## config.mk

```make
export PLATFORM = sky130hd
export DESIGN_NAME = pipelined_cla_adder_flat
export DESIGN_NICKNAME = d
export VERILOG_FILES = /design/src/rtl/pipelined_cla_adder_if.sv /design/src/rtl/pipelined_cla_adder.sv /design/src/flat_wrapper.sv
export SDC_FILE = /design/constraint.sdc
export NUM_CORES = 1
export LEC_CHECK = 0
export ABC_AREA = 1
export CORE_MARGIN = 2
export CORE_UTILIZATION = 26
export CTS_CLUSTER_DIAMETER = 80
export CTS_CLUSTER_SIZE = 8
export DETAILED_ROUTE_END_ITERATION = 16
export SLEW_MARGIN = 20
export SYNTH_ARGS = -nofsm -noshare
export SYNTH_HDL_FRONTEND = slang
export SYNTH_SLANG_ARGS = --single-unit
```

## constraint.sdc

```tcl
create_clock -name clk -period 8.35 [get_ports clk]
set_clock_uncertainty 0.1 [all_clocks]
set_input_delay 1.67 -clock clk [delete_from_list [all_inputs] [get_ports clk]]
set_output_delay 1.67 -clock clk [all_outputs]
set_load 0.01 [all_outputs]
```

## src/rtl/pipelined_cla_adder_if.sv

```systemverilog
// Operand/result handshake bundle for the pipelined CLA adder.
// The master drives operands and out_ready; the slave (adder) drives the result side.
interface pipelined_cla_adder_if #(
  parameter int WIDTH = 66
);
  logic             in_valid;
  logic             in_ready;
  logic [WIDTH-1:0] a;
  logic [WIDTH-1:0] b;
  logic             cin;
  logic             sub;
  logic             out_valid;
  logic             out_ready;
  logic [WIDTH-1:0] sum;
  logic             cout;
  logic             ovf;

  modport master (
    output in_valid, a, b, cin, sub, out_ready,
    input  in_ready, out_valid, sum, cout, ovf
  );

  modport slave (
    input  in_valid, a, b, cin, sub, out_ready,
    output in_ready, out_valid, sum, cout, ovf
  );
endinterface

```

## src/rtl/pipelined_cla_adder.sv

```systemverilog
// Pipelined CLA adder/subtractor, one SLICE of bits per stage; latency STAGES cycles.
// Rigid shift pipeline: every stage holds while the output is valid and not taken, in_ready = advance.
module pipelined_cla_adder #(
  parameter int WIDTH  = 66,
  parameter int GROUP  = 4,
  parameter int STAGES = 2
) (
  input  logic                 clk,
  input  logic                 rst,
  pipelined_cla_adder_if.slave io
);
  localparam int SLICE = (WIDTH + STAGES - 1) / STAGES;
  localparam int NGRP  = (SLICE + GROUP - 1) / GROUP;
  localparam int IW    = (WIDTH > 1) ? $clog2(WIDTH) : 1;

  logic             vld_q [STAGES];
  logic             vld_d [STAGES];
  logic [WIDTH-1:0] a_q   [STAGES];
  logic [WIDTH-1:0] a_d   [STAGES];
  logic [WIDTH-1:0] b_q   [STAGES];
  logic [WIDTH-1:0] b_d   [STAGES];
  logic [WIDTH-1:0] s_q   [STAGES];
  logic [WIDTH-1:0] s_d   [STAGES];
  logic             c_q   [STAGES];
  logic             c_d   [STAGES];
  logic             cm_q  [STAGES];
  logic             cm_d  [STAGES];

  logic             adv;
  logic             v_in;
  logic             c_in;
  logic             cm_in;
  logic [WIDTH-1:0] a_in;
  logic [WIDTH-1:0] b_in;
  logic [WIDTH-1:0] s_in;
  logic [WIDTH-1:0] gen;
  logic [WIDTH-1:0] prop;
  logic             gc;
  logic             bc;
  logic             gg;
  logic             pg;
  logic [IW-1:0]    idx;
  int               km;
  int               off;
  int               pos;

  always_comb begin
    adv   = ~vld_q[STAGES-1] | io.out_ready;
    v_in  = 1'b0;
    c_in  = 1'b0;
    cm_in = 1'b0;
    a_in  = '0;
    b_in  = '0;
    s_in  = '0;
    gen   = '0;
    prop  = '0;
    gc    = 1'b0;
    bc    = 1'b0;
    gg    = 1'b0;
    pg    = 1'b0;
    idx   = '0;
    km    = 0;
    off   = 0;
    pos   = 0;
    for (int k = 0; k < STAGES; k++) begin
      vld_d[k] = 1'b0;
      a_d[k]   = '0;
      b_d[k]   = '0;
      s_d[k]   = '0;
      c_d[k]   = 1'b0;
      cm_d[k]  = 1'b0;
    end

    for (int k = 0; k < STAGES; k++) begin
      km = (k > 0) ? k - 1 : 0;
      // Subtraction folds into addition here; later stages only ever add.
      if (k == 0) begin
        v_in  = io.in_valid;
        a_in  = io.a;
        b_in  = io.sub ? ~io.b : io.b;
        s_in  = '0;
        c_in  = io.sub | io.cin;
        cm_in = 1'b0;
      end else begin
        v_in  = vld_q[km];
        a_in  = a_q[km];
        b_in  = b_q[km];
        s_in  = s_q[km];
        c_in  = c_q[km];
        cm_in = cm_q[km];
      end
      gen      = a_in & b_in;
      prop     = a_in ^ b_in;
      s_d[k]   = s_in;
      cm_d[k]  = cm_in;
      gc       = c_in;

      for (int g = 0; g < NGRP; g++) begin
        gg = 1'b0;
        pg = 1'b1;
        for (int i = 0; i < GROUP; i++) begin
          off = g * GROUP + i;
          pos = k * SLICE + off;
          if (off < SLICE && pos < WIDTH) begin
            idx = IW'(pos);
            gg  = gen[idx] | (prop[idx] & gg);
            pg  = pg & prop[idx];
          end
        end
        // Bit carries inside the group start from the group carry-in.
        bc = gc;
        for (int i = 0; i < GROUP; i++) begin
          off = g * GROUP + i;
          pos = k * SLICE + off;
          if (off < SLICE && pos < WIDTH) begin
            idx = IW'(pos);
            if (pos == WIDTH - 1) begin
              cm_d[k] = bc;
            end
            s_d[k][idx] = prop[idx] ^ bc;
            bc          = gen[idx] | (prop[idx] & bc);
          end
        end
        gc = gg | (pg & gc);
      end

      vld_d[k] = v_in;
      a_d[k]   = a_in;
      b_d[k]   = b_in;
      c_d[k]   = gc;
    end
  end

  always_ff @(posedge clk or posedge rst) begin
    if (rst) begin
      for (int k = 0; k < STAGES; k++) begin
        vld_q[k] <= 1'b0;
        a_q[k]   <= '0;
        b_q[k]   <= '0;
        s_q[k]   <= '0;
        c_q[k]   <= 1'b0;
        cm_q[k]  <= 1'b0;
      end
    end else if (adv) begin
      for (int k = 0; k < STAGES; k++) begin
        vld_q[k] <= vld_d[k];
        a_q[k]   <= a_d[k];
        b_q[k]   <= b_d[k];
        s_q[k]   <= s_d[k];
        c_q[k]   <= c_d[k];
        cm_q[k]  <= cm_d[k];
      end
    end
  end

  assign io.in_ready  = adv;
  assign io.out_valid = vld_q[STAGES-1];
  assign io.sum       = s_q[STAGES-1];
  assign io.cout      = c_q[STAGES-1];
  assign io.ovf       = cm_q[STAGES-1] ^ c_q[STAGES-1];
endmodule

```

## src/flat_wrapper.sv

```systemverilog
// flat-port wrapper written by rule: the top's interface ports become plain ports
module pipelined_cla_adder_flat 
#(
  parameter int WIDTH  = 66,
  parameter int GROUP  = 4,
  parameter int STAGES = 2
)
  (clk, rst, io_in_valid, io_a, io_b, io_cin, io_sub, io_out_ready, io_in_ready, io_out_valid, io_sum, io_cout, io_ovf);
  pipelined_cla_adder_if #(.WIDTH(WIDTH)) io_i ();
  input  logic clk;
  input  logic rst;
  input wire logic [$bits(io_i.in_valid)-1:0] io_in_valid;
  input wire logic [$bits(io_i.a)-1:0] io_a;
  input wire logic [$bits(io_i.b)-1:0] io_b;
  input wire logic [$bits(io_i.cin)-1:0] io_cin;
  input wire logic [$bits(io_i.sub)-1:0] io_sub;
  input wire logic [$bits(io_i.out_ready)-1:0] io_out_ready;
  output wire logic [$bits(io_i.in_ready)-1:0] io_in_ready;
  output wire logic [$bits(io_i.out_valid)-1:0] io_out_valid;
  output wire logic [$bits(io_i.sum)-1:0] io_sum;
  output wire logic [$bits(io_i.cout)-1:0] io_cout;
  output wire logic [$bits(io_i.ovf)-1:0] io_ovf;
  assign io_i.in_valid = io_in_valid;
  assign io_i.a = io_a;
  assign io_i.b = io_b;
  assign io_i.cin = io_cin;
  assign io_i.sub = io_sub;
  assign io_i.out_ready = io_out_ready;
  assign io_in_ready = io_i.in_ready;
  assign io_out_valid = io_i.out_valid;
  assign io_sum = io_i.sum;
  assign io_cout = io_i.cout;
  assign io_ovf = io_i.ovf;
  pipelined_cla_adder #(.WIDTH(WIDTH), .GROUP(GROUP), .STAGES(STAGES)) u_core (.clk(clk), .rst(rst), .io(io_i));
endmodule
```

=== After elaboration in Yosys (flattened, before gate mapping) ===
Cells that the tools add are included.

* Bitwise logic cells: 351
* Mux-type cells: 1

{| class="wikitable"
|+ Operators with widths
! cell !! number
|-
| 1-bit AND || 162
|-
| 1-bit OR || 116
|-
| 1-bit XOR || 67
|-
| 66-bit AND || 1
|-
| 66-bit two-way mux || 1
|-
| 66-bit inverter || 1
|-
| 66-bit XOR || 1
|-
| 33-bit AND || 1
|-
| 33-bit XOR || 1
|-
| 1-bit inverter || 1
|}

* Logic and storage cells: 361
* Flip-flop bits (word level): 236
* Input bits: 138
* Output and inout port bits: 70

=== Logic depth before layout (Yosys ltp) ===
Gate-level depths: netlist of the first run.

* Word-level depth: 29
* Gate-level depth with buffers: 28

=== Worst setup path after synthesis of the first run ===
No wires, ideal clock.

* Path kind: input to register
* From: in io_sub
* To: reg u_core.s_q, in the netlist u_core.s_in[31]
* Path buffers: 3
* Path slack: 2.999 ns
* Arrival: 5.175 ns
* Library setup time: 0.076 ns
* Data required time: 8.174 ns
* Stages: 28
* Cells stage by stage: clkbuf_1 -> buf_2 -> buf_2 -> xnor2_1 -> inv_1 -> ha_1 -> a21oi_1 -> o21bai_1 -> nand2_1 -> nand3_1 -> nand2_1 -> nand2_1 -> nand2_1 -> nand2_1 -> nand2_1 -> nand2_1 -> nand2_1 -> nand2_1 -> nand2_1 -> nand2_1 -> nand2_1 -> nand2_1 -> inv_1 -> fa_1 -> fa_1 -> fa_1 -> xor2_1 -> o21ai_1

* Cells in the longest elaborated chain, start to end: 28

{| class="wikitable"
|+ RTL lines
! item !! RTL line !! text
|-
| start: declaration || flat_wrapper.sv:16 || <nowiki>input wire logic [$bits(io_i.sub)-1:0] io_sub;</nowiki>
|-
| 66-bit two-way mux || pipelined_cla_adder.sv:80 || <nowiki>b_in = io.sub ? ~io.b : io.b;</nowiki>
|-
| 33-bit XOR or 33-bit AND (tied branches) || pipelined_cla_adder.sv:93, pipelined_cla_adder.sv:92 ||
|-
| 1-bit AND || pipelined_cla_adder.sv:106 || <nowiki>gg = gen[idx] | (prop[idx] & gg);</nowiki>
|-
| 1-bit OR || pipelined_cla_adder.sv:106 ||
|-
| 1-bit AND || pipelined_cla_adder.sv:106 ||
|-
| 1-bit OR || pipelined_cla_adder.sv:106 ||
|-
| 1-bit AND || pipelined_cla_adder.sv:106 ||
|-
| 1-bit OR || pipelined_cla_adder.sv:106 ||
|-
| [... 12 more ...] || - ||
|-
| 1-bit OR || pipelined_cla_adder.sv:124 || <nowiki>gc = gg | (pg & gc);</nowiki>
|-
| 1-bit AND || pipelined_cla_adder.sv:121 || <nowiki>bc = gen[idx] | (prop[idx] & bc);</nowiki>
|-
| 1-bit OR || pipelined_cla_adder.sv:121 ||
|-
| 1-bit AND || pipelined_cla_adder.sv:121 ||
|-
| 1-bit OR || pipelined_cla_adder.sv:121 ||
|-
| 1-bit AND || pipelined_cla_adder.sv:121 ||
|-
| 1-bit OR || pipelined_cla_adder.sv:121 ||
|-
| 1-bit XOR * || pipelined_cla_adder.sv:120 || <nowiki>s_d[k][idx] = prop[idx] ^ bc;</nowiki>
|-
| end signal: indexed assignment || pipelined_cla_adder.sv:149 || <nowiki>s_q[k] <= s_d[k];</nowiki>
|-
| end: declaration || pipelined_cla_adder.sv:22 || <nowiki>logic [WIDTH-1:0] s_q [STAGES];</nowiki>
|}

Mark *: on every way between the ends. The rest lies on a longest branch, timed or not.
A chain may end at the register's enable or synchronous reset.

=== Worst setup path after layout of the first run ===
Same ends and word-level chain as after synthesis.

==> impl_metrics.json, run 1 <==
{
  "period_share_pct": 65.9,
  "drive_above_1_share_pct": 4.58,
  "postRouteAntennaNets": 0,
  "cts_buffers": 17,
  "cts_resized": 0,
  "ys_ff_latch": 170,
  "p_seq_share_pct": 38.1,
  "pwr-share-clk_pct": 26.9,
  "yosysWarningCount": 0,
  "rsz0062_at_grt": "no",
  "dieArea_um2": 38500,
  "dr_total_vias": 7202,
  "switching_power_w": 0.00107,
  "crit_path_end_kind": "flop",
  "core-area_um2": 36500,
  "p_int_w": 0.00212,
  "post-cts-setup-buffers": 0,
  "combPwrFrac_pct": 35.0,
  "synthTopCellsByArea": "dfrtp_1 44%, nand2_1 15%, fa_1 10%, ha_1 8.3%, xnor2_1 5.9%",
  "critPathKind": "primary input to flop",
  "cts.path.max_buffers": 2,
  "leakagePower_nw": 5.97,
  "ctsHoldBuffers": 0,
  "ios": 208,
  "fin_ws_ns": 2.85,
  "hold_viol": 0,
  "synth_top_area_share_pct": 44.3,
  "status": "finished, final reports clean",
  "area_growth_pct": 32.9,
  "initial_core_util_pct": 26.3,
  "root_buffer": "clkbuf_16",
  "worst_ep_required_time_ns": 8.54,
  "layout_common_cells": "395 x nand2_1, 206 x clkdlybuf4s50_1, 170 x dfrtp_1, 78 x o21ai_1, 75 x inv_1",
  "routed_via_density": 4.20,
  "antenna_found_initial": 4,
  "crit_fanout": 35,
  "rows": 70,
  "startpoint": "io_sub",
  "hold_class": "flop to flop",
  "avgRoutedWirePerCell_um": 14.1,
  "htreeDepth": 4,
  "hp-start": "u_core.v_in$_DFFE_PP0P_",
  "setup-tns-final_ns": 0,
  "portBuffers": 207,
  "place_worst_setup_slack_ns": 2.27,
  "fin_nets": 1484,
  "crit_arrival_ns": 5.69,
  "slew_headroom_pct": 30.9,
  "finalSetupViolCount": 0,
  "drc": 0,
  "timing.fmax_mhz": 182,
  "ir_drop_mv": 0.0991,
  "powerDensity_nw_per_um2": 250,
  "grtUsageTotal_pct": 13.1,
  "hpwl_mm": 16.9,
  "synthCells": 1047,
  "drt-pass1-iter-count": 4,
  "grt_pass1_wl_mm": 39.4,
  "synth_fp_nets": 1299,
  "dieWidth_um": 196,
  "start_kind": "primary input",
  "antennaDiodeCount": 0,
  "synth_top_cell_by_area": "dfrtp_1",
  "grt_max_degree": 240,
  "grt_pass1_vias": 7410,
  "synth_seq_area_share_pct": 44.3,
  "layout_commonest_cell": "nand2_1",
  "clkSlewWorstSetupHoldPaths_ns": 0.07,
  "p_sw_share_pct": 33.5,
  "routabilityCongestion": 0.834,
  "cts_tree": "built",
  "syn_area_um2": 9600,
  "wirelength_mm": 24.1,
  "period_needed_ns": 5.50,
  "overflow": 0,
  "worst_slew_pin_slew_ns": 1.04,
  "drt_iter0_markers": 252,
  "rr_startpoint": "u_core.a_in[36]$_DFFE_PP0P_",
  "finalPower_w": 0.00319,
  "drv_cap": 0,
  "yosysUniqueCellTypes": 25,
  "syn_area_per_cell_um2": 9.17,
  "maxSlewViolCount": 0,
  "clock_sinks": 170,
  "fp.dieH_um": 196,
  "insertion_delay_ns": 0.44
}
metal layers:
layer  GRT usage (%)  routed length, µm  vias up  share of wire (%)
met5               0                 51        -               0.21
met4            3.96                296        8                1.2
met3            4.13               1480       24                6.1
met2            21.2              11100      157                 46
met1            16.8              11200     3390                 46
li1                -                  -     3623                  -
final cells by class:
cell class | instances | area (µm²)
inverter | 78 | 303
timing repair buffer | 211 | 2110
sequential | 170 | 4250
clock buffer | 18 | 439
tap | 468 | 586
multi-input combinational | 754 | 4870
fill | 3754 | 23800
clock inverter | 14 | 186
worst max-delay path: stages:
cell,delay [ns]
buf_4,0.49
buf_4,0.62
nor2_1,0.18
nand3b_1,0.20
nand3_1,0.14
nand2_1,0.06
nand2_1,0.10
nand2_1,0.06
nand2_1,0.08
nand2_1,0.05
nand2_1,0.09
nand2_1,0.06
nand2_1,0.09
nand2_1,0.06
nand2_1,0.12
nand2_1,0.07
nand2_1,0.08
inv_1,0.06
fa_1,0.38
fa_1,0.38
fa_1,0.38
xor2_1,0.16
o21ai_1,0.07
power groups by stage:
| stage | sequential, W | combinational [W] | clock, W |
|---|---|---|---|
| 2_1_floorplan | 0.00127 | 0.000557 | 0 |
| 3_3_place_gp | 0.00123 | 0.00112 | 0 |
| 3_5_place_dp | 0.00123 | 0.00114 | 0 |
| 4_1_cts | 0.00122 | 0.00114 | 0.000893 |
| 5_1_grt | 0.00125 | 0.00127 | 0.000922 |
| 6_report | 0.00122 | 0.00112 | 0.000857 |
logic make-up after synthesis:
logic type | after synthesis | share of synthesized area (%)
AOI/OAI and AO/OA | 117 | 6.41
adders and majority gates | 114 | 18.8
DFF | 170 | 44.3
and+or+nand+nor | 440 | 17.9
buffers and inverters | 123 | 4.99
xor gates and xnor gates | 83 | 7.57
sequential cells by signal, summed over array words and instances (netlist names):
| register | flops |
|---|---|
| u_core.a_in | 33 |
| u_core.b_in | 33 |
| u_core.c_in | 1 |
| u_core.cm_q | 1 |
| u_core.io.cout | 1 |
| u_core.io.out_valid | 1 |
| u_core.io.sum | 66 |
| u_core.s_in | 33 |
| u_core.v_in | 1 |
synthesized netlist by cell type, drive strengths merged:
master and instances:
a21o 1, nand4 1, fa 50, o21a 4
nand3b 1, nand2 409, a211oi 1, nor2 16
buf 16, a21oi 27, o21bai 6, ha 64
xnor2 65, o21ai 78, nand3 10, and3 3
dfrtp 170, xor2 18, inv 78, clkbuf 29
per-stage QoR:
stage / std cells / hold slack [ns] / area [µm²] / utilization, %
CTS: 1713 / 0.361 / 12800 / 34.9
global placement: 1681 / 0.338 / 12100 / 33.2
floorplan: 1047 / 0.323 / 9600 / -
detailed placement: 1681 / 0.342 / 12100 / 33.2
finish: 1713 / 0.359 / 12800 / 34.9
global route: 1713 / 0.391 / 12800 / 34.9
worst paths after layout:
kind	end	cells after the start	slack, ns
worst max-delay path	u_core.s_in[31]$_DFFE_PP0P_	23	2.85
worst min-delay path	u_core.io.out_valid$_DFFE_PP0P_	2	0.36
worst max register to register	u_core.io.sum[64]$_DFFE_PP0P_	22	4.47
worst min register to register	u_core.io.out_valid$_DFFE_PP0P_	2	0.36
max in group asynchronous	u_core.b_in[42]$_DFFE_PP0P_	3	5.14
min in group asynchronous	u_core.io.sum[11]$_DFFE_PP0P_	2	1.63
Note: power is estimated with default switching activity, not from simulation.
==> run 2, diff against run 1 <==
==> constraint.sdc (replaced) <==
create_clock -name clk -period 4.8 [get_ports clk]
set_clock_uncertainty 0.1 [all_clocks]
set_input_delay 0.96 -clock clk [delete_from_list [all_inputs] [get_ports clk]]
set_output_delay 0.96 -clock clk [all_outputs]
set_load 0.01 [all_outputs]
==> run 2 against run 1 <==
Critical endpoint unchanged. Global-route usage about the same. Die area unchanged. Via count about the same. Combinational power up 75%. Critical path depth up 3. Sequential share of layout area down 0.11 points. Total power up 71%. Wire length down 0.38%. Register-to-register slack worse by 3.5 ns. Final area up 0.32%. Count of clock-buffer cells in the layout up 1. Clock power up 61%.
==> impl_metrics.json, run 2 (same netlist as run 1, synthesis figures left out) <==
{
  "status": "finished, final reports clean",
  "cts_buffers": 17,
  "hold_viol": 0,
  "critical_path.slowest_cell": "clkdlybuf4s50_1",
  "drt-pass1-iter-count": 4,
  "core-area_um2": 36500,
  "avgRoutedWirePerCell_um": 14.0,
  "layout_common_cells": "394 x nand2_1, 206 x clkdlybuf4s50_1, 170 x dfrtp_1, 78 x o21ai_1, 75 x inv_1",
  "largest_register_ffs": 66,
  "routed_via_density": 4.20,
  "rr_startpoint": "u_core.a_in[36]$_DFFE_PP0P_",
  "insertion_delay_ns": 0.43,
  "fin_nets": 1492,
  "antenna_found_initial": 5,
  "clock_sinks": 170,
  "slew_headroom_pct": 32.3,
  "period_share_pct": 93.0,
  "dieWidth_um": 196,
  "r2r_cells": 22,
  "overflow": 0,
  "postRouteAntennaNets": 0,
  "area_growth_pct": 33.3,
  "cts_tree": "built",
  "drive_above_1_share_pct": 4.88,
  "start_kind": "primary input",
  "critPathKind": "primary input to flop",
  "worst_ep_required_time_ns": 4.98,
  "finalSetupViolCount": 0,
  "ff2ff_setup_slack_ns": 0.94,
  "rows": 70,
  "period_needed_ns": 4.46,
  "hpwl_mm": 17.2,
  "drt_iter0_markers": 229,
  "drc": 0,
  "drv_cap": 0,
  "initial_core_util_pct": 26.3,
  "htreeDepth": 4,
  "maxSlewViolCount": 0,
  "portBuffers": 207,
  "fp.dieH_um": 196,
  "grtUsageTotal_pct": 13.1,
  "crit_arrival_ns": 4.64,
  "layout_commonest_cell": "nand2_1",
  "ios": 208,
  "worstHoldPathCells": 2,
  "ir_drop_mv": 0.208,
  "timing.fmax_mhz": 224,
  "root_buffer": "clkbuf_16",
  "rr_endpoint": "u_core.io.sum[64]$_DFFE_PP0P_",
  "post-route-util_pct": 35.0,
  "cp_slowest_stage_delay_ns": 0.50,
  "rsz0062_at_grt": "no",
  "routabilityCongestion": 0.851,
  "worst_slew_pin_slew_ns": 1.02,
  "leakagePower_nw": 5.99,
  "fin_worst_hold_slack_ns": 0.352,
  "hp-start": "u_core.v_in$_DFFE_PP0P_",
  "powerDensity_nw_per_um2": 427,
  "wirelength_mm": 24.0,
  "dieArea_um2": 38500,
  "grt_pass1_wl_mm": 39.4,
  "crit_fanout": 2,
  "grt_max_degree": 240,
  "n_fill_cell": 3744,
  "grt_pass1_vias": 7543,
  "min_to": "u_core.io.out_valid$_DFFE_PP0P_",
  "critPathMostFrequentCell": "nand2_1",
  "cts.path.max_buffers": 2,
  "clkSlewWorstSetupHoldPaths_ns": 0.06,
  "hold_class": "flop to flop",
  "crit_path_end_kind": "flop",
  "post-cts-setup-buffers": 0,
  "dr_total_vias": 7208
}
[run 2: changes by cell type in the layout (fill, tap and decap cells not counted), moves of 3 or more]
cell / delta
buf_4: +5
inv_6: -4
clkinv_2: +3
buf_12: +3
clkinv_4: -4
[run 2: metal layers]
layer / GRT usage (%) / vias up / share of wire (%)
met2: 20.8 / 146 / 46
met4: 4.04 / 8 / 1.3
li1: - / 3637 / -
met1: 16.9 / 3389 / 46
met5: 0 / - / 0.23
met3: 4.23 / 28 / 6.3
[run 2: worst max-delay path by stage]
stage	from	slack [ns]	end	cells after the start
final	io_b[1]	0.34	u_core.s_in[31]$_DFFE_PP0P_	26
after global routing	io_b[1]	0.04	u_core.s_in[31]$_DFFE_PP0P_	26
after CTS	io_b[1]	0.26	u_core.s_in[31]$_DFFE_PP0P_	26
after detailed placement	io_b[1]	-0.22	u_core.s_in[31]$_DFFE_PP0P_	26
after global placement	io_b[1]	-0.13	u_core.s_in[31]$_DFFE_PP0P_	26
after floorplan	io_sub	0.16	u_core.s_in[31]$_DFFE_PP0P_	28
[run 2: cell type report]
cell class,instances,area (µm²),area share [%]
diodes,1,2.50,0.0196
well taps,468,586,4.58
multi-input cells,754,4880,38.2
clock inverters,9,128,0.997
flip-flops and latches,170,4250,33.2
clock buffers,19,433,3.38
inverters,78,299,2.34
repair buffers,219,2210,17.3
[run 2: report_power, final]
group / switching, W / internal, W
clock network: 0.000578 / 0.000804
logic: 0.000956 / 0.00101
registers: 0.000267 / 0.00185
[run 2: worst max-delay path, delay by kind of cell]
family,cells,cell delay [ns]
simple gates,14,1.06
compound gates,3,0.26
xor+xnor,2,0.29
fa+ha+maj,4,1.45
buf+inv,3,0.62
[run 2: timing repair]
action,CTS,global route
setup endpoints to repair,0,1
hold buffers,0,0
resized for setup,0,2
[run 2: through the flow]
step | instances | total power [W] | setup TNS [ns] | worst slack, ns | cell area (µm²)
4_1_cts | 1717 | 0.00557 | 0 | 0.263 | 12800
3_5_place_dp | 1689 | 0.00415 | -0.522 | -0.218 | 12200
3_3_place_gp | 1689 | 0.00411 | -0.334 | -0.132 | 12200
6_report | 1718 | 0.00546 | 0 | 0.337 | 12800
2_1_floorplan | 1047 | 0.00318 | 0 | 0.159 | 9600
5_1_grt | 1717 | 0.00591 | 0 | 0.0372 | 12800
==> run 3, diff against run 2 <==
--- a/config.mk
+++ b/config.mk
@@ -11,6 +11,7 @@
 export CTS_CLUSTER_DIAMETER = 80
 export CTS_CLUSTER_SIZE = 8
 export DETAILED_ROUTE_END_ITERATION = 16
+export HOLD_SLACK_MARGIN = 0.02
 export SLEW_MARGIN = 20
 export SYNTH_ARGS = -nofsm -noshare
 export SYNTH_HDL_FRONTEND = slang
==> results of run 3 <==
The final DEF is identical to that of run 2; final timing and power are the same.
==> RTL edit 1: new RTL, flow settings as in run 1 <==
`WIDTH` is set to 66 in 3 places; all go to 132.
--- a/src/rtl/pipelined_cla_adder_if.sv
+++ b/src/rtl/pipelined_cla_adder_if.sv
@@ -1,7 +1,7 @@
 // Operand/result handshake bundle for the pipelined CLA adder.
 // The master drives operands and out_ready; the slave (adder) drives the result side.
 interface pipelined_cla_adder_if #(
-  parameter int WIDTH = 66
+  parameter int WIDTH = 132
 );
   logic             in_valid;
   logic             in_ready;
--- a/src/rtl/pipelined_cla_adder.sv
+++ b/src/rtl/pipelined_cla_adder.sv
@@ -1,7 +1,7 @@
 // Pipelined CLA adder/subtractor, one SLICE of bits per stage; latency STAGES cycles.
 // Rigid shift pipeline: every stage holds while the output is valid and not taken, in_ready = advance.
 module pipelined_cla_adder #(
-  parameter int WIDTH  = 66,
+  parameter int WIDTH  = 132,
   parameter int GROUP  = 4,
   parameter int STAGES = 2
 ) (
--- a/src/flat_wrapper.sv
+++ b/src/flat_wrapper.sv
@@ -1,7 +1,7 @@
 // flat-port wrapper written by rule: the top's interface ports become plain ports
 module pipelined_cla_adder_flat 
 #(
-  parameter int WIDTH  = 66,
+  parameter int WIDTH  = 132,
   parameter int GROUP  = 4,
   parameter int STAGES = 2
 )
Interface: changed (resized io_a, io_b and io_sum); port bits go from 208 to 406. The function was not compared with the original's and may differ.
==> RTL edit 1 against run 1 <==
  * Register-to-register slack got worse by 1000 ps
  * Area after synthesis increased by 98%
  * Worst setup slack worse by 680 ps
  * Cell area is 99% higher
  * Power rose by 100%
  * Wire length up 120%
  * Sequential power increased by 99%
  * Synthesized cell count up 98%
  * Sequential cell count grew 165
  * Largest power group unchanged
==> RTL edit 1: results (changes against run 1) <==
crit path max-delay cell type=fa_1; R2R setup slack=3450 ps (-1020 ps); GR Util All Layers=14.3% (+1.2 points); placed cells=3356 (+100%); Metal-1 WL=23700 µm (+110%); DR vias/cell=4.20 (about the same); leakage power=11.8 nW (+98%); met3 Usage GRT=3.96% (-0.17 points); status=finished clean; GP Congestion=0.809 (-3.1%); # port buffers=405 (+96%); worst reg2reg path depth=36 (+64%); Synth top cells by count=775 x nand2_1, 335 x dfrtp_1, 151 x o21ai_0; CP endpoint=u_core.s_in[63]$_DFFE_PP0P_; post-route insts no fill=3417 (+99%); DR iter-0 viols=679 (+170%); worst vdd ir=0.000172 V (+73%); TritonCTS buffer count=50 (+33); Bufs on Longest Clock Path=3 (+1); sequential fraction of the synthesis area=44.2% (-0.12 points); layout net count=2949 (+99%); share of layout cells above drive strength 1=4.19% (-0.39 points); hpwl dp=38200 µm (+130%); Slew @ Worst Pin=1030 ps (-4.50 ps); hold slack=351 ps (-7.83 ps); met2 Track Usage GR=23.2% (+2.1 points); met3 WL post-DR=3750 µm (+150%); iteration count of the initial detailed-routing pass=5 (+1); internal power=4.34 mW (+100%); first-pass GRT wire length=84700 µm (+120%); DP Worst Slack=1480 ps (-797 ps); met1 Use GR=18.7% (+1.9 points); Critical R2R Capture=u_core.io.sum[129]$_DFFE_PP0P_; combinational power share=34.3% (-0.7 points); met2 WL=24100 µm (+120%); initial antenna violation count=3 (-1); data arrival time of the critical path=6470 ps (+780 ps); pin count of the biggest net entering global routing=216 (-10%); number of H-tree levels=2 (-2); postcts setup bufs=0 (unchanged); Synth Net Count=2570 (+98%); DP Area=24000 µm² (+98%); Clock power frac=28.4% (+1.5 points); worst skew pair latency=570 ps (+130 ps); Distinct cells, synth=27 (+8.0%); max FFs per register=132 (+100%); Comb group=2.24 mW (+100%); Largest stage delay, worst path=410 ps (-210 ps); highest attainable clock frequency=0.162 GHz (-11%); reg-to-reg startpoint=u_core.a_in[72]$_DFFE_PP0P_
[RTL edit 1: cell types whose count changed in the layout (fill, tap and decap cells not counted), moves of 68 or more]
cell,run 1,this run
nand2_1,395,775
clkdlybuf4s50_1,206,404
dfrtp_1,170,335
o21ai_0,0,151
o21ai_1,78,3
ha_1,64,132
inv_1,75,143
[RTL edit 1: cell families (layout without fill, tap and decap cells)]
logic type / Yosys count / in the layout / synth area share [%]
xor+xnor: 167 / 167 / 7.71
buf+inv: 236 / 624 / 4.68
compound gates: 244 / 244 / 6.81
simple gates: 858 / 858 / 17.6
flops: 335 / 335 / 44.2
fa+ha+maj: 230 / 230 / 19.1
[RTL edit 1: area by class of cell]
class                           instances  area (µm²)  area share [%]
Multi-Input combinational cell       1499        9710            38.2
Sequential cell                       335        8380            33.0
Clock buffer                           56        1310            5.13
Clock inverter                          5        61.3           0.241
Timing Repair Buffer                  415        4200            16.5
Tap cell                              959        1200            4.72
Inverter                              148         564            2.22
==> RTL edit 2: new RTL, settings of run 1 <==
Made on the original files. Put a register stage on the output `io.ovf`. The value now appears one clock later.
--- a/src/rtl/pipelined_cla_adder.sv
+++ b/src/rtl/pipelined_cla_adder.sv
@@ -157,6 +157,8 @@
   assign io.out_valid = vld_q[STAGES-1];
   assign io.sum       = s_q[STAGES-1];
   assign io.cout      = c_q[STAGES-1];
-  assign io.ovf       = cm_q[STAGES-1] ^ c_q[STAGES-1];
+  always_ff @(posedge clk) begin
+    io.ovf <= cm_q[STAGES-1] ^ c_q[STAGES-1];
+  end
 endmodule
 
Behaviour: not the same (a bounded check fails within 4 cycles, from zero or initial values and one cycle with rst high).
==> RTL edit 2 against run 1 <==
  * Maximum frequency shrank 1.1%
  * Wire length about the same
  * Power up 0.32%
  * Cell area is 0.16% higher
  * Count of clock-buffer cells in the layout is 4 higher
  * Area after synthesis rose by 0.21%
  * Via count up 1.3%
  * Sequential cell count is 1 higher
  * Worst setup slack lost 59 ps
  * Sequential share of layout area rose by 0.10 points
  * Combinational power is essentially flat
  * Global-route usage up 0.17 points
==> RTL edit 2: results (changes against run 1) <==
number of H-tree levels=4 (unchanged); asr flop ratio synth=99.4% (-0.58 points); pin count of the biggest net entering global routing=94 (-61%); postcts setup bufs=0 (unchanged); initial antenna violation count=2 (-2); top-area cell type share of the netlist area=44.2% (-0.092 points); DR iter-0 viols=297 (+18%); sequential fraction of the synthesis area=44.4% (+0.12 points); leakage power=5.98 nW (+0.14%); data arrival time of the critical path=5740 ps (+50 ps); layout net count=1488 (+0.27%); status=finished clean; Distinct cells, synth=26 (+4.0%); GR Util All Layers=13.3% (+0.17 points); Synth Net Count=1300 (+0.077%); Via Count=7294 (+1.3%); Post-Syn Area per Cell=9.18 µm² (+0.11%); vias in the first global route=7860 (+6.1%); Slew headroom=40.3% (+9.4 points); Routed WL=24100 µm (about the same); GP Congestion=0.843 (+1.1%); Largest stage delay, worst path=620 ps (about the same); DP Worst Slack=2310 ps (+34.7 ps); crit path max fanout=37 (+5.7%); first-pass GRT wire length=40300 µm (+2.3%); filler instances=3751 (-0.080%); DR vias/cell=4.25 (+1.0%); share of layout cells above drive strength 1=4.48% (-0.095 points); CP delay by family, top=adder cells; hpwl dp=17600 µm (+3.7%); worst vdd ir=0.0000841 V (-15%); placed cells=1685 (+0.24%); main area contributors after synthesis=dfrtp_1 44%, nand2_1 15%, fa_1 10%
[RTL edit 2: cell count changes in the layout (fill, tap and decap cells not counted), sizes merged]
| cell | before | now |
|---|---|---|
| clkinv | 4 | 3 |
| buf | 5 | 8 |
| inv | 83 | 78 |
| clkbuf | 18 | 22 |
| dfxtp | 0 | 1 |
| clkinvlp | 2 | 3 |
| bufinv | 3 | 4 |
[RTL edit 2: path summary, 6_finish.rpt]
| kind | startpoint | to | slack [ps] | cells after the start |
|---|---|---|---|---|
| min in group asynchronous | rst | u_core.io.sum[13]$_DFFE_PP0P_ | 1600 | 2 |
| worst max-delay path | io_sub | u_core.s_in[31]$_DFFE_PP0P_ | 2790 | 23 |
| worst min-delay path | u_core.v_in$_DFFE_PP0P_ | u_core.io.out_valid$_DFFE_PP0P_ | 350 | 2 |
| worst min register to register | u_core.v_in$_DFFE_PP0P_ | u_core.io.out_valid$_DFFE_PP0P_ | 350 | 2 |
| worst max register to register | u_core.a_in[36]$_DFFE_PP0P_ | u_core.io.sum[64]$_DFFE_PP0P_ | 4470 | 22 |
| max in group asynchronous | rst | u_core.b_in[41]$_DFFE_PP0P_ | 5330 | 3 |
[RTL edit 2: cell type report]
class,count,share of cell area (%)
tap,468,4.58
inverter,78,2.34
multi-input combinational,754,38.2
clock inverter,10,1.29
clock buffer,22,3.56
sequential,171,33.5
timing repair buffer,214,16.6
[RTL edit 2: per-layer routing]
metal | vias to the layer above | GRT usage [%] | share of wire [%]
met2 | 164 | 21.1 | 45
met3 | 24 | 4.23 | 7.2
li1 | 3634 | - | -
met1 | 3470 | 17.3 | 47
met4 | 2 | 3.79 | 1.3
met5 | - | 0 | 0.062
[RTL edit 2: per-stage QoR]
stage | utilization (%) | instance area [µm²] | hold WS (ps)
final | 35.0 | 12800 | 355
after global routing | 35.0 | 12800 | 392
after CTS | 35.0 | 12800 | 359
after detailed placement | 33.3 | 12200 | 342
after global placement | 33.3 | 12200 | 342
after floorplan | - | 9620 | 323
[RTL edit 2: logic make-up (layout without fill, tap and decap cells)]
kind of cell               after synthesis  after routing  synth area share [%]
buffers and inverters                  123            324                  4.98
AOI/OAI and AO/OA                      117            117                  6.40
xor gates and xnor gates                83             83                  7.56
adders and majority gates              114            114                  18.7
DFF                                    171            171                  44.4
and+or+nand+nor                        440            440                  17.9
[RTL edit 2: report_power, final]
group          leakage [nW]  internal, mW  switching (mW)  total (mW)
sequential             2.06          1.07           0.156        1.23
clock                 0.291         0.510           0.342       0.852
combinational          3.63         0.570           0.550        1.12
total                  5.98          2.15            1.05        3.20
